**src/rtl/wb_host_bridge.sv**
```systemverilog
// wb_host_bridge: turns a byte-serial command stream into single 32-bit Wishbone cycles and streams back status/read data.
// Optional feature macro: WB_HOST_AUTOINC_EN enables opcode 'N' (read at last acknowledged address + 4).
module wb_host_bridge #(
    parameter int TIMEOUT_CYCLES = 255
) (
    input  logic        wb_clk_i,
    input  logic        wb_rst_ni,
    input  logic [7:0]  cmd_data,
    input  logic        cmd_valid,
    output logic        cmd_ready,
    output logic [7:0]  rsp_data,
    output logic        rsp_valid,
    input  logic        rsp_ready,
    output logic [31:0] wbm_adr_o,
    output logic [31:0] wbm_dat_o,
    input  logic [31:0] wbm_dat_i,
    output logic        wbm_we_o,
    output logic [3:0]  wbm_sel_o,
    output logic        wbm_cyc_o,
    output logic        wbm_stb_o,
    input  logic        wbm_ack_i
);
    typedef enum logic [2:0] {IDLE, ADDR, DATA, BUS, GAP, RESP} state_t;
    localparam logic [7:0] OP_W = 8'h57;
    localparam logic [7:0] OP_R = 8'h52;
    localparam logic [7:0] ST_K = 8'h4B;
    localparam logic [7:0] ST_T = 8'h54;
    localparam logic [7:0] ST_BAD = 8'h3F;
    localparam logic [15:0] TMO_LAST = 16'(TIMEOUT_CYCLES - 1);
    state_t state, state_nx;
    logic live, we_r;
    logic [1:0] byte_cnt;
    logic [15:0] tmo_cnt;
    logic [2:0] rsp_idx;
    logic [7:0] status;
    logic [31:0] rd_data, auto_adr;
    logic cmd_acc, rsp_acc, op_w, op_r, op_n, tmo, rsp_last;
    assign cmd_acc = cmd_valid && cmd_ready;
    assign rsp_acc = rsp_valid && rsp_ready;
    assign op_w = cmd_data == OP_W;
    assign op_r = cmd_data == OP_R;
    assign tmo = tmo_cnt == TMO_LAST;
    // a successful read returns status plus four data bytes, everything else only the status byte
    assign rsp_last = rsp_idx == ((status == ST_K && !we_r) ? 3'd4 : 3'd0);
    assign wbm_sel_o = 4'hF;
`ifdef WB_HOST_AUTOINC_EN
    logic [31:0] last_adr;
    assign op_n = cmd_data == 8'h4E;
    assign auto_adr = last_adr + 32'd4;
    // remember the address of the last acknowledged cycle for auto-increment reads
    always_ff @(posedge wb_clk_i or negedge wb_rst_ni)
        if (!wb_rst_ni) last_adr <= '0;
        else if (state == BUS && wbm_ack_i) last_adr <= wbm_adr_o;
`else
    assign op_n = 1'b0;
    assign auto_adr = wbm_adr_o;
`endif
    // state register
    always_ff @(posedge wb_clk_i or negedge wb_rst_ni)
        if (!wb_rst_ni) state <= IDLE;
        else state <= state_nx;
    // next-state logic; ack has priority over a timeout expiring in the same cycle
    always_comb begin
        state_nx = state;
        case (state)
            IDLE: if (cmd_acc) state_nx = (op_w || op_r) ? ADDR : op_n ? BUS : RESP;
            ADDR: if (cmd_acc && byte_cnt == 2'd3) state_nx = we_r ? DATA : BUS;
            DATA: if (cmd_acc && byte_cnt == 2'd3) state_nx = BUS;
            BUS:  if (wbm_ack_i || tmo) state_nx = GAP;
            GAP:  if (!wbm_ack_i) state_nx = RESP;
            RESP: if (rsp_acc && rsp_last) state_nx = IDLE;
            default: state_nx = IDLE;
        endcase
    end
    // outputs decoded from state; cmd_ready stays low until the first edge after reset
    always_comb begin
        cmd_ready = live && (state == IDLE || state == ADDR || state == DATA);
        wbm_cyc_o = state == BUS;
        wbm_stb_o = state == BUS;
        wbm_we_o = state == BUS && we_r;
        rsp_valid = state == RESP;
        rsp_data = rsp_idx == 3'd0 ? status : rsp_idx == 3'd1 ? rd_data[31:24] :
                   rsp_idx == 3'd2 ? rd_data[23:16] : rsp_idx == 3'd3 ? rd_data[15:8] : rd_data[7:0];
    end
    // command field shifting, bus result capture and response sequencing
    always_ff @(posedge wb_clk_i or negedge wb_rst_ni)
        if (!wb_rst_ni) begin
            live <= 1'b0;
            we_r <= 1'b0;
            byte_cnt <= '0;
            tmo_cnt <= '0;
            rsp_idx <= '0;
            status <= '0;
            rd_data <= '0;
            wbm_adr_o <= '0;
            wbm_dat_o <= '0;
        end else begin
            live <= 1'b1;
            tmo_cnt <= state == BUS ? tmo_cnt + 16'd1 : '0;
            rsp_idx <= state != RESP ? '0 : rsp_idx + 3'(rsp_acc);
            if (cmd_acc) byte_cnt <= state == IDLE ? 2'd0 : byte_cnt + 2'd1;
            if (cmd_acc && state == IDLE) begin
                we_r <= op_w;
                if (!(op_w || op_r || op_n)) status <= ST_BAD;
                if (op_n) wbm_adr_o <= auto_adr;
            end
            if (cmd_acc && state == ADDR) wbm_adr_o <= {wbm_adr_o[23:0], cmd_data};
            if (cmd_acc && state == DATA) wbm_dat_o <= {wbm_dat_o[23:0], cmd_data};
            if (state == BUS && (wbm_ack_i || tmo)) status <= wbm_ack_i ? ST_K : ST_T;
            if (state == BUS && wbm_ack_i && !we_r) rd_data <= wbm_dat_i;
        end
endmodule

```
**config.mk**
```make
export PLATFORM = sky130hd
export DESIGN_NAME = wb_host_bridge
export DESIGN_NICKNAME = d
export VERILOG_FILES = /design/src/rtl/wb_host_bridge.sv
export SDC_FILE = /design/constraint.sdc
export NUM_CORES = 1
export LEC_CHECK = 0
export ABC_AREA = 1
export BUFFER_PORTS_ARGS = -buffer_cell sky130_fd_sc_hd__buf_2
export CAP_MARGIN = 30
export CORE_MARGIN = 3
export CORE_UTILIZATION = 45
export CTS_BUF_LIST = sky130_fd_sc_hd__clkbuf_16
export CTS_CLUSTER_DIAMETER = 40
export DETAILED_ROUTE_END_ITERATION = 12
export PLACE_DENSITY = 0.71
export SKIP_CTS_REPAIR_TIMING = 1
export SYNTH_ARGS = -nofsm -noshare
export SYNTH_HDL_FRONTEND = slang
export SYNTH_SLANG_ARGS = --single-unit
export TNS_END_PERCENT = 10
```
**constraint.sdc**
```tcl
create_clock -name wb_clk_i -period 3.45 [get_ports wb_clk_i]
set_input_delay 0.5175 -clock wb_clk_i [delete_from_list [all_inputs] [get_ports wb_clk_i]]
set_output_delay 0.5175 -clock wb_clk_i [all_outputs]
set_load 0.005 [all_outputs]
```
; Word-level counts from Yosys, hierarchy flattened
; Index checks and enable logic that the tools add are counted.
[classes]
n_eq_ne = 22
reduce_logical = 23
mux = 21
add_sub_neg = 3
n_shift = 0
bitwise_logic = 0
n_mul = 0
n_div = 0
magnitude_cmp = 0
[op_table]
columns = cell, n
row1 = 2-to-1 mux 8 bit, 7
row2 = 2-to-1 mux 3 bit, 9
row3 = "equality test 8 x 7 -> 1 bit, second input constant", 3
row4 = one-hot mux 3 bit (6 select lines), 1
row5 = "adder 16 x 1 -> 16 bit, second input constant", 1
row6 = "equality test 16 x 8 -> 1 bit, second input constant", 1
row7 = 2-to-1 mux 16 bit, 1
row8 = logical AND 1 bit, 13
row9 = "equality test 3 x 2 -> 1 bit, second input constant", 4
row10 = "inequality test 2 bit, second input constant", 4
row11 = "equality test 3 x 1 -> 1 bit, second input constant", 2
row12 = "equality test 3 bit, second input constant", 2
row13 = logical NOT 3 bit, 2
row14 = "inequality test 2 x 1 -> 1 bit, second input constant", 3
row15 = AND reduction 6 bit, 1
row16 = 2-to-1 mux 5 bit, 1
row17 = logical OR 1 bit, 4
row18 = adder 3 x 1 -> 3 bit, 1
row19 = equality test 3 bit, 1
row20 = "inequality test 3 bit, second input constant", 1
row21 = "adder 2 x 1 -> 2 bit, second input constant", 1
row22 = "equality test 2 bit, second input constant", 1
row23 = 2-to-1 mux 2 bit, 1
row24 = AND reduction 2 bit, 1
row25 = other kinds (3), 3
[word_totals]
elab_cells = 79
romBits = 0
ramBits = 0
latchBits = 0
regBits = 130
out_inout_bits = 81
in_bits = 45
n_memories = 0

; Depth between registers and ports, before layout
[logic_depth]
ltp_word = 8
mapped_depth = 10

; Worst setup path after synthesis
; Ideal clock, no wire load.
[synth_timing]
path_type = reg2out
from = reg rsp_idx[0]
to = out rsp_data[4]
t_arrival_ps = 1358
t_required_ps = 2932
path_slack_ps = 1575
path_stages_with_launch = 10
path_buffers = 2
path_cell_list = dfrtp_1 buf_2 inv_1 nand2_1 nor2_1 buf_2 nand2_1 nand2_1 nor2_1 o22ai_1
[synth_via]
elab_chain_cells = 5
word_cells_on_any_way = 8
classes_between = 3 x eq/ne / 4 x mux / 1 x reduce/logical
[synth_rtl]
columns = element, line_no
row1 = "start, declared", 34  ; logic [2:0] rsp_idx;
row2 = "start signal, assigned", 100  ; rsp_idx <= state != RESP ? '0 : rsp_idx + 3'(rsp_acc);
row3 = equality test 3 x 2 -> 1 bit, 83  ; rsp_idx == 3'd2 ? rd_data[23:16] : rsp_idx == 3'd3 ? rd_data[15:8] : rd_data[7:0];
row4 = 2-to-1 mux 8 bit (2 in a row), 83
row5 = 2-to-1 mux 8 bit, 82  ; rsp_data = rsp_idx == 3'd0 ? status : rsp_idx == 3'd1 ? rd_data[31:24] :
row6 = 2-to-1 mux 8 bit (*), 82
row7 = "end, declared", 11  ; output logic [7:0] rsp_data,
; Mark *: on every way between the ends. The rest lies on a longest branch, timed or not.

; Worst setup path after layout
[layout_timing]
from = reg rsp_idx[0]
to = out rsp_data[7]
; The elaborated chain is that of the path after synthesis.

==> flow_metrics.py <==
metrics = {
    "logic_synthesis": {
        "synth_ff_type": "dfrtp_1",
        "synth_cell_types": 33,
        "syn_area_per_cell_um2": 9.898,
        "yosysSeqAreaShare_pct": 55.89,
        "synth_warnings": 0,
        "netlist_area_um2": 5642,
        "synthCells": 570,
        "ys_seq_elements": 126,
        "ys_async_sr_fraction_pct": 100.0,
        "synth_edf_count": 0,
    },
    "sta": {
        "final.setup.tns_ns": 0,
        "fin_ws_ns": 0.6113,
        "final_max_slew_viol_count": 0,
        "setup_violations": 0,
        "tightestPinTransition_ns": 0.8768,
        "max_slew_margin_pct": 41.33,
        "period_needed_ns": 2.839,
        "rsz0062_at_grt": "false",
        "fmax_mhz": 352.3,
        "final_hold_viol_count": 0,
        "skew_ns": 0.008677,
        "post-route-period-util_pct": 82.28,
        "whs_ns": 0.09771,
    },
    "layout": {
        "multiInputGateArea_um2": 2107,
        "final_cell_mix": "126 x dfrtp_1, 120 x buf_2, 91 x nand2_1",
        "fin_util_pct": 57.22,
        "nFillCells": 1082,
        "final_common_cell": "dfrtp_1",
        "seq_area_um2": 3153,
        "syn2layout_area_growth_pct": 22.84,
        "antenna_cells": 0,
        "nNetsFinal": 741,
        "drive_above_1_share_pct": 27.60,
    },
    "drt": {
        "via_per_inst": 4.992,
        "drc": 0,
        "routedWlPerCell_um": 14.41,
        "wl_um": 12550,
        "drtIter0Drc": 284,
        "first_pass_iters": 5,
        "dr_total_vias": 4348,
        "postRouteAntennaNets": 0,
    },
    "pwr": {
        "worst_ir_drop_vdd_mv": 0.5378,
        "powerDensity_nw_per_um2": 818.5,
        "p_leak_nw": 3.525,
        "total_power_mw": 5.673,
    },
    "floorplanning": {
        "coreArea_um2": 12110,
        "ioPinCount": 126,
        "die_x_um": 118.0,
        "core.rowCount": 40,
        "dieHeight_um": 118.0,
        "initial_core_util_pct": 46.58,
        "die_area_um2": 13920,
    },
    "placement": {
        "dp_slack_ns": 1.062,
        "gp_congestion": 0.8394,
        "port_buffers": 121,
        "dp_hpwl_um": 8949,
    },
    "grt": {
        "grt_max_degree": 82,
        "grt_pass1_vias": 4447,
        "grt_antenna_before_repair": 0,
        "grt_overflow": 0,
        "track_usage_pct": 18.94,
        "grt_pass1_wl_um": 21290,
    },
    "clock_tree": {
        "cts_tree": "built",
        "clk_pin_slew_ns": 0.06,
        "cts.sinks": 126,
        "worstSkewPairLatency_ns": 0.42,
        "cts_buffer_depth": 2,
        "cts_buffers": 17,
        "h-tree-depth": 4,
        "clockRootBuffer": "clkbuf_16",
    },
    "critical_path": {
        "cp.required_ns": 2.93,
        "crit_type": "reg2out",
        "cpPeakStageDelay_ns": 0.67,
        "cpMaxStageDelayCell": "nor2_1",
        "start_kind": "register",
        "path_cells": "inv_1 > nand2_1 > nor2_1 > o21ai_0 > a21oi_1 > buf_2",
        "crit_arrival_ns": 2.32,
        "cp_max_fo": 16,
        "worstSetupEndpointType": "output port",
        "ff2ff_path_depth": 5,
    },
    "outcome": {
        "outcome": "finished clean",
    },
    "worst_hold_path": {
        "hold_path.class": "in2async",
    },
    "flow_run": {
        "maxCapViolCount": 0,
    },
}
-- power by group --
group          switching [mW]  internal, mW  total [mW]
combinational           0.812         0.707        1.52
clock                   0.639          1.12        1.76
sequential              0.374          2.02        2.40
total                    1.83          3.85        5.67
-- metrics by stage --
| step | instances | area [µm²] |
|---|---|---|
| final | 871 | 6930 |
| after global routing | 871 | 6930 |
| after CTS | 871 | 6930 |
| after global placement | 840 | 6350 |
| after detailed placement | 840 | 6350 |
| after floorplan | 574 | 5657 |
-- flip-flops by register name, summed over array words and instances (netlist names) --
| register | cells |
|---|---|
| byte_cnt | 2 |
| live | 1 |
| rd_data | 32 |
| rsp_idx | 3 |
| state | 3 |
| status | 4 |
| tmo_cnt | 16 |
| wbm_adr_o | 32 |
| wbm_dat_o | 32 |
| we_r | 1 |
-- layout make-up --
| cell class | count | share of cell area, % |
|---|---|---|
| clock buffer | 17 | 6.138 |
| clock inverter | 14 | 2.239 |
| inverter | 63 | 3.412 |
| multi-input combinational | 359 | 30.40 |
| sequential | 126 | 45.50 |
| tap | 168 | 3.033 |
| timing repair buffer | 124 | 9.280 |
-- cell families (layout without fill, tap and decap cells) --
kind of cell	after synthesis	count (layout)	share of synthesized area, %
fa+ha+maj	5	5	1.109
mux	54	54	11.31
other cells	1	5	0.06647
buf+inv	89	218	7.030
flops	126	126	55.89
xor+xnor	4	4	0.6209
compound gates	93	93	8.716
simple gates	198	198	15.26
-- per-layer routing --
metal	routed length, µm	global-route usage [%]
met3	990	6.872
met4	188	7.399
met2	5956	30.79
met5	0	0
met1	5415	23.05
-- final timing paths --
check	startpoint	slack [ns]	endpoint
max	rsp_idx[0]	0.61	rsp_data[7]
min reg2reg	wbm_dat_o[30]	0.49	wbm_dat_o[30]
max reg2reg	state[2]	1.08	rd_data[17]
min in group wb_clk_i	wbm_dat_i[31]	0.31	rd_data[31]
max in group asynchronous	wb_rst_ni	2.51	tmo_cnt[15]
min	wb_rst_ni	0.1	wbm_dat_o[24]
-- cell usage after synthesis, types with 3 or more instances --
| cell type | number | area, µm² |
|---|---|---|
| mux2_4 | 8 | 120.1 |
| o21ai_0 | 41 | 205.2 |
| nand4_1 | 15 | 93.84 |
| nor3_1 | 7 | 35.03 |
| mux2_2 | 24 | 270.3 |
| clkbuf_1 | 4 | 15.01 |
| buf_2 | 11 | 55.05 |
| nor2_1 | 62 | 232.7 |
| buf_4 | 9 | 67.56 |
| nand3_1 | 16 | 80.08 |
| ha_1 | 5 | 62.56 |
| xnor2_1 | 4 | 35.03 |
| a21oi_1 | 41 | 205.2 |
| inv_1 | 60 | 225.2 |
| mux2_1 | 22 | 247.7 |
| o221ai_1 | 3 | 26.28 |
| o22ai_1 | 3 | 18.77 |
| nand2_1 | 91 | 341.6 |
| dfrtp_1 | 126 | 3153 |
| inv_2 | 3 | 11.26 |
-- worst max-delay path: cells and delay by family (launching register included) --
family	cells	cell delay, ns
compound gates	2	0.46
buf+inv	2	0.25
flops	1	0.48
simple gates	2	0.72
Power figures use the tool's default switching activity.
